**config.mk**
```make
export PLATFORM = sky130hd
export DESIGN_NAME = mc_ctrl_fsm_hs_flat
export DESIGN_NICKNAME = d
export VERILOG_FILES = /design/src/rtl/mc_ctrl_pkg.sv /design/src/rtl/mc_ctrl_fsm_hs_if.sv /design/src/rtl/mc_mem_wait_timer.sv /design/src/rtl/mc_ctrl_fsm_hs.sv /design/src/flat_wrapper.sv
export SDC_FILE = /design/constraint.sdc
export NUM_CORES = 1
export LEC_CHECK = 0
export BUFFER_PORTS_ARGS = -buffer_cell sky130_fd_sc_hd__buf_4
export CAP_MARGIN = 5
export CORE_MARGIN = 5
export CORE_UTILIZATION = 40
export CTS_CLUSTER_SIZE = 20
export DETAILED_ROUTE_END_ITERATION = 16
export GPL_ROUTABILITY_DRIVEN = 0
export PLACE_DENSITY = 0.67
export SLEW_MARGIN = 40
export SYNTH_ARGS = -nofsm -noshare
export SYNTH_HDL_FRONTEND = slang
export SYNTH_SLANG_ARGS = --single-unit
```
**constraint.sdc**
```tcl
create_clock -name clk -period 2.1 [get_ports clk]
set_input_delay 0.42 -clock clk [delete_from_list [all_inputs] [get_ports clk]]
set_output_delay 0.42 -clock clk [all_outputs]
set_load 0.01 [all_outputs]
```
**src/rtl/mc_ctrl_pkg.sv**
```systemverilog
// Shared encodings for the multicycle controller: FSM states, opcodes, datapath select codes.
package mc_ctrl_pkg;

  typedef enum logic [3:0] {
    StFetch  = 4'd0,
    StDecode = 4'd1,
    StExAlu  = 4'd2,
    StWbAlu  = 4'd3,
    StExBr   = 4'd4,
    StExJmp  = 4'd5,
    StExAddr = 4'd6,
    StMemLw  = 4'd7,
    StWbLw   = 4'd8,
    StMemSw  = 4'd9,
    StTrap   = 4'd10
  } state_e;

  typedef enum logic [2:0] {
    ClsIllegal, ClsAlu, ClsBr, ClsJmp, ClsLw, ClsSw
  } instr_cls_e;

  localparam logic [3:0] OpShift = 4'b0000;
  localparam logic [3:0] OpLw    = 4'b0001;
  localparam logic [3:0] OpSw    = 4'b0010;
  localparam logic [3:0] OpJmp   = 4'b0011;
  localparam logic [3:0] OpBeq   = 4'b0100;
  localparam logic [3:0] OpBnq   = 4'b0101;
  localparam logic [3:0] OpOri   = 4'b0110;
  localparam logic [3:0] OpNandi = 4'b0111;
  localparam logic [3:0] OpAdd   = 4'b1000;
  localparam logic [3:0] OpAddi1 = 4'b1001;
  localparam logic [3:0] OpAddi2 = 4'b1010;
  localparam logic [3:0] OpNand  = 4'b1011;
  localparam logic [3:0] OpSub   = 4'b1100;
  localparam logic [3:0] OpSubi1 = 4'b1101;
  localparam logic [3:0] OpSubi2 = 4'b1110;
  localparam logic [3:0] OpOr    = 4'b1111;

  localparam logic [3:0] FuncSrl = 4'd1;
  localparam logic [3:0] FuncSll = 4'd2;
  localparam logic [3:0] FuncSra = 4'd3;

  localparam logic [2:0] AluAdd  = 3'b000;
  localparam logic [2:0] AluSub  = 3'b001;
  localparam logic [2:0] AluNand = 3'b010;
  localparam logic [2:0] AluSrl  = 3'b011;
  localparam logic [2:0] AluSll  = 3'b100;
  localparam logic [2:0] AluOr   = 3'b101;
  localparam logic [2:0] AluSra  = 3'b111;

  localparam logic [2:0] SrcBReg    = 3'b000;
  localparam logic [2:0] SrcBOne    = 3'b001;
  localparam logic [2:0] SrcBImm    = 3'b010;
  localparam logic [2:0] SrcBMemOff = 3'b011;
  localparam logic [2:0] SrcBJmpOff = 3'b100;

  localparam logic [1:0] PcAlu  = 2'b00;
  localparam logic [1:0] PcJump = 2'b01;
  localparam logic [1:0] PcTrap = 2'b10;

  localparam logic [1:0] CauseNone    = 2'b00;
  localparam logic [1:0] CauseIllegal = 2'b01;
  localparam logic [1:0] CauseTimeout = 2'b10;

  // A disabled timeout still needs a 1-bit counter to keep widths legal.
  function automatic int unsigned cnt_width(int unsigned timeout);
    return (timeout < 1) ? 1 : $clog2(timeout + 1);
  endfunction

endpackage

```
**src/rtl/mc_ctrl_fsm_hs_if.sv**
```systemverilog
// Controller <-> IR/datapath/memory bundle; master is the controller, slave the datapath side.
interface mc_ctrl_fsm_hs_if #(
  parameter int unsigned OPCODE_W = 4,
  parameter int unsigned FUNC_W   = 4
);
  logic [OPCODE_W-1:0] opcode;
  logic [FUNC_W-1:0]   func_field;
  logic                mem_ready;
  logic                mem_req;
  logic [1:0]          PCSrc;
  logic [2:0]          ALUOp;
  logic                sign_extend;
  logic                ALUSrcA;
  logic [2:0]          ALUSrcB;
  logic [1:0]          ReadR1;
  logic                ReadR2;
  logic                RegWriteDst;
  logic                MemToReg;
  logic                PCBEqCond;
  logic                PCBNqCond;
  logic                PCWrite;
  logic                MemWrite;
  logic                MemRead;
  logic                IRWrite;
  logic                RegWrite;
  logic                trap_valid;
  logic [1:0]          trap_cause;
  logic                retire;
  logic [3:0]          state_o;

  modport master (
    input  opcode, func_field, mem_ready,
    output mem_req, PCSrc, ALUOp, sign_extend, ALUSrcA, ALUSrcB, ReadR1, ReadR2,
           RegWriteDst, MemToReg, PCBEqCond, PCBNqCond, PCWrite, MemWrite, MemRead,
           IRWrite, RegWrite, trap_valid, trap_cause, retire, state_o
  );

  modport slave (
    output opcode, func_field, mem_ready,
    input  mem_req, PCSrc, ALUOp, sign_extend, ALUSrcA, ALUSrcB, ReadR1, ReadR2,
           RegWriteDst, MemToReg, PCBEqCond, PCBNqCond, PCWrite, MemWrite, MemRead,
           IRWrite, RegWrite, trap_valid, trap_cause, retire, state_o
  );
endinterface

```
**src/rtl/mc_mem_wait_timer.sv**
```systemverilog
// Counts cycles a memory access is held without mem_ready; flags the configured limit.
module mc_mem_wait_timer #(
  parameter int unsigned MemTimeout = 15,
  parameter int unsigned CntW       = 4
) (
  input  logic clk,
  input  logic rst,
  input  logic clear_i,
  input  logic hold_i,
  output logic timeout_o
);
  logic [CntW-1:0] cnt_q, cnt_d;

  always_comb begin
    cnt_d = cnt_q;
    if (clear_i) begin
      cnt_d = '0;
    end else if (hold_i) begin
      cnt_d = cnt_q + CntW'(1);
    end
  end

  always_ff @(posedge clk) begin
    if (rst) begin
      cnt_q <= '0;
    end else begin
      cnt_q <= cnt_d;
    end
  end

  assign timeout_o = (MemTimeout != 0) && (cnt_q == CntW'(MemTimeout));

endmodule

```
**src/rtl/mc_ctrl_fsm_hs.sv**
```systemverilog
// Multicycle control FSM with variable-latency memory handshake, timeout and illegal-op trap.
module mc_ctrl_fsm_hs
  import mc_ctrl_pkg::*;
#(
  parameter int unsigned OPCODE_W        = 4,
  parameter int unsigned FUNC_W          = 4,
  parameter int unsigned MEM_TIMEOUT     = 15,
  parameter bit          TRAP_ON_ILLEGAL = 1'b1
) (
  input  logic              clk,
  input  logic              rst,
  mc_ctrl_fsm_hs_if.master  bus
);
  localparam int unsigned CntW = cnt_width(MEM_TIMEOUT);

  state_e        state_q, state_d;
  logic [1:0]    cause_q, cause_d;
  logic          timeout, in_mem;
  logic [OPCODE_W-1:0] op_raw;
  logic [FUNC_W-1:0]   fn_raw;
  logic [3:0]    op, fn;
  logic          op_ok, fn_ok;
  instr_cls_e    cls;
  logic [2:0]    alu_op;
  logic          use_imm, imm_sext;

  // Wider fields are zero-extended encodings: any set upper bit makes them undefined.
  assign op_raw = bus.opcode;
  assign fn_raw = bus.func_field;
  assign op     = op_raw[3:0];
  assign fn     = fn_raw[3:0];
  assign op_ok  = (op_raw == OPCODE_W'(op));
  assign fn_ok  = (fn_raw == FUNC_W'(fn));

  always_comb begin
    cls      = ClsIllegal;
    alu_op   = AluAdd;
    use_imm  = 1'b0;
    imm_sext = 1'b0;
    if (op_ok) begin
      case (op)
        OpAdd:   cls = ClsAlu;
        OpAddi1: begin cls = ClsAlu; use_imm = 1'b1; imm_sext = 1'b1; end
        OpAddi2: begin cls = ClsAlu; use_imm = 1'b1; end
        OpSub:   begin cls = ClsAlu; alu_op = AluSub; end
        OpSubi1: begin cls = ClsAlu; alu_op = AluSub; use_imm = 1'b1; imm_sext = 1'b1; end
        OpSubi2: begin cls = ClsAlu; alu_op = AluSub; use_imm = 1'b1; end
        OpNand:  begin cls = ClsAlu; alu_op = AluNand; end
        OpNandi: begin cls = ClsAlu; alu_op = AluNand; use_imm = 1'b1; end
        OpOr:    begin cls = ClsAlu; alu_op = AluOr; end
        OpOri:   begin cls = ClsAlu; alu_op = AluOr; use_imm = 1'b1; imm_sext = 1'b1; end
        OpShift: begin
          if (fn_ok) begin
            case (fn)
              FuncSrl: begin cls = ClsAlu; alu_op = AluSrl; end
              FuncSll: begin cls = ClsAlu; alu_op = AluSll; end
              FuncSra: begin cls = ClsAlu; alu_op = AluSra; end
              default: cls = ClsIllegal;
            endcase
          end
        end
        OpBeq, OpBnq: cls = ClsBr;
        OpJmp:        cls = ClsJmp;
        OpLw:         cls = ClsLw;
        OpSw:         cls = ClsSw;
        default:      cls = ClsIllegal;
      endcase
    end
  end

  assign in_mem = (state_q == StFetch) || (state_q == StMemLw) || (state_q == StMemSw);

  mc_mem_wait_timer #(
    .MemTimeout (MEM_TIMEOUT),
    .CntW       (CntW)
  ) u_timer (
    .clk       (clk),
    .rst       (rst),
    .clear_i   (state_d != state_q),
    .hold_i    (in_mem && !bus.mem_ready),
    .timeout_o (timeout)
  );

  always_comb begin
    state_d         = state_q;
    cause_d         = cause_q;
    bus.mem_req     = 1'b0;
    bus.PCSrc       = PcAlu;
    bus.ALUOp       = AluAdd;
    bus.sign_extend = 1'b0;
    bus.ALUSrcA     = 1'b0;
    bus.ALUSrcB     = SrcBReg;
    bus.ReadR1      = 2'b00;
    bus.ReadR2      = 1'b0;
    bus.RegWriteDst = 1'b0;
    bus.MemToReg    = 1'b0;
    bus.PCBEqCond   = 1'b0;
    bus.PCBNqCond   = 1'b0;
    bus.PCWrite     = 1'b0;
    bus.MemWrite    = 1'b0;
    bus.MemRead     = 1'b0;
    bus.IRWrite     = 1'b0;
    bus.RegWrite    = 1'b0;
    bus.trap_valid  = 1'b0;
    bus.retire      = 1'b0;
    unique case (state_q)
      StFetch: begin
        bus.mem_req = 1'b1;
        bus.MemRead = 1'b1;
        bus.ALUSrcB = SrcBOne;
        if (bus.mem_ready) begin
          bus.IRWrite = 1'b1;
          bus.PCWrite = 1'b1;
          state_d     = StDecode;
        end else if (timeout) begin
          state_d = StTrap;
          cause_d = CauseTimeout;
        end
      end
      StDecode: begin
        bus.ALUSrcB = SrcBOne;
        case (cls)
          ClsAlu:       state_d = StExAlu;
          ClsBr:        state_d = StExBr;
          ClsJmp:       state_d = StExJmp;
          ClsLw, ClsSw: state_d = StExAddr;
          default: begin
            if (TRAP_ON_ILLEGAL) begin
              state_d = StTrap;
              cause_d = CauseIllegal;
            end else begin
              state_d = StFetch;
            end
          end
        endcase
      end
      StExAlu: begin
        bus.ALUSrcA     = 1'b1;
        bus.ALUOp       = alu_op;
        bus.ALUSrcB     = use_imm ? SrcBImm : SrcBReg;
        bus.ReadR1      = use_imm ? 2'b01 : 2'b00;
        bus.sign_extend = imm_sext;
        state_d         = StWbAlu;
      end
      StWbAlu: begin
        bus.RegWrite    = 1'b1;
        bus.RegWriteDst = 1'b1;
        bus.retire      = 1'b1;
        state_d         = StFetch;
      end
      StExBr: begin
        bus.ALUOp     = AluSub;
        bus.ALUSrcA   = 1'b1;
        bus.ReadR1    = 2'b01;
        bus.PCBEqCond = (op == OpBeq);
        bus.PCBNqCond = (op == OpBnq);
        bus.retire    = 1'b1;
        state_d       = StFetch;
      end
      StExJmp: begin
        bus.PCSrc   = PcJump;
        bus.ALUSrcB = SrcBJmpOff;
        bus.PCWrite = 1'b1;
        bus.retire  = 1'b1;
        state_d     = StFetch;
      end
      StExAddr: begin
        bus.ALUSrcA     = 1'b1;
        bus.ALUSrcB     = SrcBMemOff;
        bus.ReadR1      = 2'b10;
        bus.ReadR2      = 1'b1;
        bus.sign_extend = 1'b1;
        state_d         = (cls == ClsSw) ? StMemSw : StMemLw;
      end
      StMemLw: begin
        bus.mem_req = 1'b1;
        bus.MemRead = 1'b1;
        if (bus.mem_ready) begin
          state_d = StWbLw;
        end else if (timeout) begin
          state_d = StTrap;
          cause_d = CauseTimeout;
        end
      end
      StWbLw: begin
        bus.RegWrite = 1'b1;
        bus.MemToReg = 1'b1;
        bus.retire   = 1'b1;
        state_d      = StFetch;
      end
      StMemSw: begin
        bus.mem_req  = 1'b1;
        bus.MemWrite = 1'b1;
        bus.ReadR2   = 1'b1;
        if (bus.mem_ready) begin
          bus.retire = 1'b1;
          state_d    = StFetch;
        end else if (timeout) begin
          state_d = StTrap;
          cause_d = CauseTimeout;
        end
      end
      StTrap: begin
        bus.PCSrc      = PcTrap;
        bus.PCWrite    = 1'b1;
        bus.trap_valid = 1'b1;
        state_d        = StFetch;
      end
      default: state_d = StFetch;
    endcase
  end

  always_ff @(posedge clk) begin
    if (rst) begin
      state_q <= StFetch;
      cause_q <= CauseNone;
    end else begin
      state_q <= state_d;
      cause_q <= cause_d;
    end
  end

  assign bus.trap_cause = cause_q;
  assign bus.state_o    = state_q;

endmodule

```
**src/flat_wrapper.sv**
```systemverilog
// flat-port wrapper written by rule: the top's interface ports become plain ports
module mc_ctrl_fsm_hs_flat import mc_ctrl_pkg::*;
#(
  parameter int unsigned OPCODE_W        = 4,
  parameter int unsigned FUNC_W          = 4,
  parameter int unsigned MEM_TIMEOUT     = 15,
  parameter bit          TRAP_ON_ILLEGAL = 1'b1
)
  (clk, rst, bus_opcode, bus_func_field, bus_mem_ready, bus_mem_req, bus_PCSrc, bus_ALUOp, bus_sign_extend, bus_ALUSrcA, bus_ALUSrcB, bus_ReadR1, bus_ReadR2, bus_RegWriteDst, bus_MemToReg, bus_PCBEqCond, bus_PCBNqCond, bus_PCWrite, bus_MemWrite, bus_MemRead, bus_IRWrite, bus_RegWrite, bus_trap_valid, bus_trap_cause, bus_retire, bus_state_o);
  mc_ctrl_fsm_hs_if #(.OPCODE_W(OPCODE_W), .FUNC_W(FUNC_W)) bus_i ();
  input  logic clk;
  input  logic rst;
  input wire logic [$bits(bus_i.opcode)-1:0] bus_opcode;
  input wire logic [$bits(bus_i.func_field)-1:0] bus_func_field;
  input wire logic [$bits(bus_i.mem_ready)-1:0] bus_mem_ready;
  output wire logic [$bits(bus_i.mem_req)-1:0] bus_mem_req;
  output wire logic [$bits(bus_i.PCSrc)-1:0] bus_PCSrc;
  output wire logic [$bits(bus_i.ALUOp)-1:0] bus_ALUOp;
  output wire logic [$bits(bus_i.sign_extend)-1:0] bus_sign_extend;
  output wire logic [$bits(bus_i.ALUSrcA)-1:0] bus_ALUSrcA;
  output wire logic [$bits(bus_i.ALUSrcB)-1:0] bus_ALUSrcB;
  output wire logic [$bits(bus_i.ReadR1)-1:0] bus_ReadR1;
  output wire logic [$bits(bus_i.ReadR2)-1:0] bus_ReadR2;
  output wire logic [$bits(bus_i.RegWriteDst)-1:0] bus_RegWriteDst;
  output wire logic [$bits(bus_i.MemToReg)-1:0] bus_MemToReg;
  output wire logic [$bits(bus_i.PCBEqCond)-1:0] bus_PCBEqCond;
  output wire logic [$bits(bus_i.PCBNqCond)-1:0] bus_PCBNqCond;
  output wire logic [$bits(bus_i.PCWrite)-1:0] bus_PCWrite;
  output wire logic [$bits(bus_i.MemWrite)-1:0] bus_MemWrite;
  output wire logic [$bits(bus_i.MemRead)-1:0] bus_MemRead;
  output wire logic [$bits(bus_i.IRWrite)-1:0] bus_IRWrite;
  output wire logic [$bits(bus_i.RegWrite)-1:0] bus_RegWrite;
  output wire logic [$bits(bus_i.trap_valid)-1:0] bus_trap_valid;
  output wire logic [$bits(bus_i.trap_cause)-1:0] bus_trap_cause;
  output wire logic [$bits(bus_i.retire)-1:0] bus_retire;
  output wire logic [$bits(bus_i.state_o)-1:0] bus_state_o;
  assign bus_i.opcode = bus_opcode;
  assign bus_i.func_field = bus_func_field;
  assign bus_i.mem_ready = bus_mem_ready;
  assign bus_mem_req = bus_i.mem_req;
  assign bus_PCSrc = bus_i.PCSrc;
  assign bus_ALUOp = bus_i.ALUOp;
  assign bus_sign_extend = bus_i.sign_extend;
  assign bus_ALUSrcA = bus_i.ALUSrcA;
  assign bus_ALUSrcB = bus_i.ALUSrcB;
  assign bus_ReadR1 = bus_i.ReadR1;
  assign bus_ReadR2 = bus_i.ReadR2;
  assign bus_RegWriteDst = bus_i.RegWriteDst;
  assign bus_MemToReg = bus_i.MemToReg;
  assign bus_PCBEqCond = bus_i.PCBEqCond;
  assign bus_PCBNqCond = bus_i.PCBNqCond;
  assign bus_PCWrite = bus_i.PCWrite;
  assign bus_MemWrite = bus_i.MemWrite;
  assign bus_MemRead = bus_i.MemRead;
  assign bus_IRWrite = bus_i.IRWrite;
  assign bus_RegWrite = bus_i.RegWrite;
  assign bus_trap_valid = bus_i.trap_valid;
  assign bus_trap_cause = bus_i.trap_cause;
  assign bus_retire = bus_i.retire;
  assign bus_state_o = bus_i.state_o;
  mc_ctrl_fsm_hs #(.OPCODE_W(OPCODE_W), .FUNC_W(FUNC_W), .MEM_TIMEOUT(MEM_TIMEOUT), .TRAP_ON_ILLEGAL(TRAP_ON_ILLEGAL)) u_core (.clk(clk), .rst(rst), .bus(bus_i));
endmodule
```
==> impl_metrics.tcl <==
set metrics [dict create \
    synthCells 149 \
    antenna_found_initial 0 \
    grtUsageTotal_pct 18.8 \
    crit-reg2reg-launch "u_core.bus.state_o[2]" \
    r2r_cells 6 \
    combPwrFrac_pct 50.0 \
    place_area_sq_mm 0.00147 \
    dp_slack_ps -117 \
    first_global_vias 1224 \
    cts_made_buffers 3 \
    worstSkewPairLatency_ps 250 \
    setup-tns-final_ps 0 \
    slew_viol_final 0 \
    ys_top_cells_by_area "dfxtp_1 (18%), nor2_1 (6.6%), nor4bb_1 (4.6%)" \
    viasPerCell 5.87 \
    seqPwrFrac_pct 31.8 \
    wire_per_inst_microns 15.9 \
    min_path_type "input pin to flip-flop" \
    routed_wl_microns 3610 \
    crit_type "flip-flop to flip-flop" \
    nets 211 \
    setup_viol 0 \
    final_util_pct 61.9 \
    dieWidth_microns 62.1 \
    drc 0 \
    tightestPinTransition_ps 638 \
    clock_skew_ps 3.35 \
    synth_common_cells "nor2_1 (19), dfxtp_1 (10), nand2_1 (9), a21oi_1 (8)" \
    clk_pin_slew_ps 60 \
    clockPowerShare_pct 18.2 \
    final_cells 227 \
    ys.flop_type "dfxtp_1" \
    cts_max_level 1 \
    place_hpwl_microns 2780 \
    synth_seq_cells 10 \
    slew_headroom_pct 56.9 \
    fp-row-count 18 \
    min_from "rst" \
    design.core.area_sq_mm 0.00254 \
    num_vias 1332 \
    path_delay_family "simple AND/OR/NAND/NOR gates" \
    arrival_ps 2190 \
    postRouteAntennaNets 0 \
    drtPass1Iterations 4 \
    overflow 0 \
    crit_start "u_core.bus.state_o[2]" \
    clockRootBuffer "clkbuf_4" \
    syn_area_sq_mm 0.00108 \
    fin_crit_sh_pct 97.8 \
    io-pin-count 42 \
    power.density_cell_area_mw_per_mm2 424 \
    fin_ws_ps 46.0 \
    clockBufferDepth 2 \
    die_h_microns 62.1 \
    p_sw_mw 0.244 \
    cts_tree "done" \
    worst_path_largest_cell_delay_ps 500 \
    ys_warn_count 0 \
    drtIter0Drc 59 \
    fmax_mhz 487 \
    status "completed" \
    p_sw_share_pct 36.5 \
    ys_seq_area_share_pct 18.5 \
    critPathRequiredTime_ps 2240 \
    place_inst 220 \
    synth.most_common_cell "nor2_1" \
    cp-start-kind "flip-flop" \
    initial_core_util_pct 42.6 \
    synth.lib_cells_used.distinct 52 \
    cp_cell_sequence "buf_4, or4b_4, nor3_4, a2bb2oi_2, o211ai_2, nor4bb_1" \
    critPathBufInv 1 \
    endpoint_kind "flip-flop" \
    grt_pass1_wl_microns 5610 \
    synth_enable_flop_cells 0 \
    peakVddDrop_mv 0.416 \
    crit_path_top_delay_cell "or4b_4" \
    synthesis.nets 161 \
    dieArea_sq_mm 0.00385 \
    p_leak_nw 0.724 \
    fin_area_sq_mm 0.00158 \
    syn_to_final_growth_pct 45.2 \
    portBuffers 41 \
    layout_min_cycle_time_ps 2050 \
    n_antenna_cell 0 \
    crit_cells 6 \
    drv_cap 0 \
    postSynthAreaPerCell_sq_um 7.28 \
    clock_sinks 10 \
    hold_path_depth 2 \
    synth_top_area_share_pct 18.5 \
    final_hold_viol_count 0 \
    drive_gt1_share_pct 41.1 \
    grt_max_degree 18 \
    synth_area_leader_cell "dfxtp_1" \
    intPower_mw 0.425 \
    worstPathMaxFanout 11 \
    async_flop_share_pct 0 \
]
[flip-flops by register name, indices dropped and copies added (netlist names)]
signal                 cells
u_core.u_timer.cnt_q       4
u_core.bus.state_o         4
u_core.bus.trap_cause      2
[placed cells by master, fill, tap and decap left out, drive strengths merged, types with 2 or more instances in the layout]
cell type,netlist,layout
buf,7,59
nor2,19,19
dfxtp,10,10
nand2,9,9
a21oi,8,8
nor3,8,8
nand3,6,6
o21ai,6,6
nor4bb,5,5
inv,4,4
nand2b,4,4
xor2,4,4
and3,3,3
and3b,3,3
or3,3,3
clkbuf,7,3
or4b,3,3
nor2b,3,3
and4bb,2,2
a21boi,2,2
or2,2,2
a31oi,2,2
nand4,2,2
and2,2,2
a32oi,2,2
nor3b,2,2
a2bb2oi,2,2
o211ai,2,2
[through the flow]
step,hold WS (ps),total power [mW]
after floorplan,474,0.397
after global placement,446,0.522
after detailed placement,457,0.531
after CTS,367,0.661
after global routing,376,0.716
final,376,0.668
[worst reg2reg max path: cells and delay by family (launching register included)]
family | cells | cell delay, ps
AOI/OAI and AO/OA | 2 | 340
DFF | 1 | 380
and+or+nand+nor | 3 | 1070
buffers and inverters | 1 | 150
[what timing repair did]
item                                    CTS  global route
hold buffers                              0             0
setup buffers                             1             3
resized for setup                         7             8
endpoints found under the setup margin    9             5
[path summary, 6_finish.rpt]
path	to	slack (ps)
hold / removal	u_core.bus.state_o[2]	380
setup reg to reg	u_core.u_timer.cnt_q[3]	50
hold reg to reg	u_core.bus.trap_cause[1]	460
setup / recovery	u_core.u_timer.cnt_q[3]	50
[layout make-up]
cell class / instances / area, sq um
Multi-Input combinational cell: 121 / 840
Inverter: 4 / 15.0
Clock buffer: 3 / 22.5
Tap cell: 30 / 37.5
Fill cell: 244 / 970
Timing Repair Buffer: 59 / 450
Sequential cell: 10 / 210
[power groups by stage]
stage               clock network (mW)  registers (mW)  logic (mW)
floorplan                            0           0.213       0.184
global placement                     0           0.215       0.306
detailed placement                   0           0.216       0.315
CTS                              0.128           0.212       0.321
global route                     0.138           0.214       0.364
finish                           0.121           0.213       0.334
[metal layers]
metal  vias up  track usage [%]  part of all wire [%]
met5         -                0                     0
met4         0             5.45                   1.6
met3         6             2.69                   8.9
met2        67             29.6                    47
met1       613             26.4                    43
li1        646                -                     -
[logic make-up after synthesis]
kind of cell / Yosys count / share of synthesized area, %
flip-flops: 10 / 18.5
AND/OR/NAND/NOR: 81 / 45.6
AO/OA/AOI/OAI: 33 / 22.0
adder cells (fa/ha/maj): 1 / 1.15
multiplexers: 1 / 1.04
buffers and inverters: 18 / 7.73
XOR/XNOR: 5 / 4.04
(Power assumes the default switching activity.)
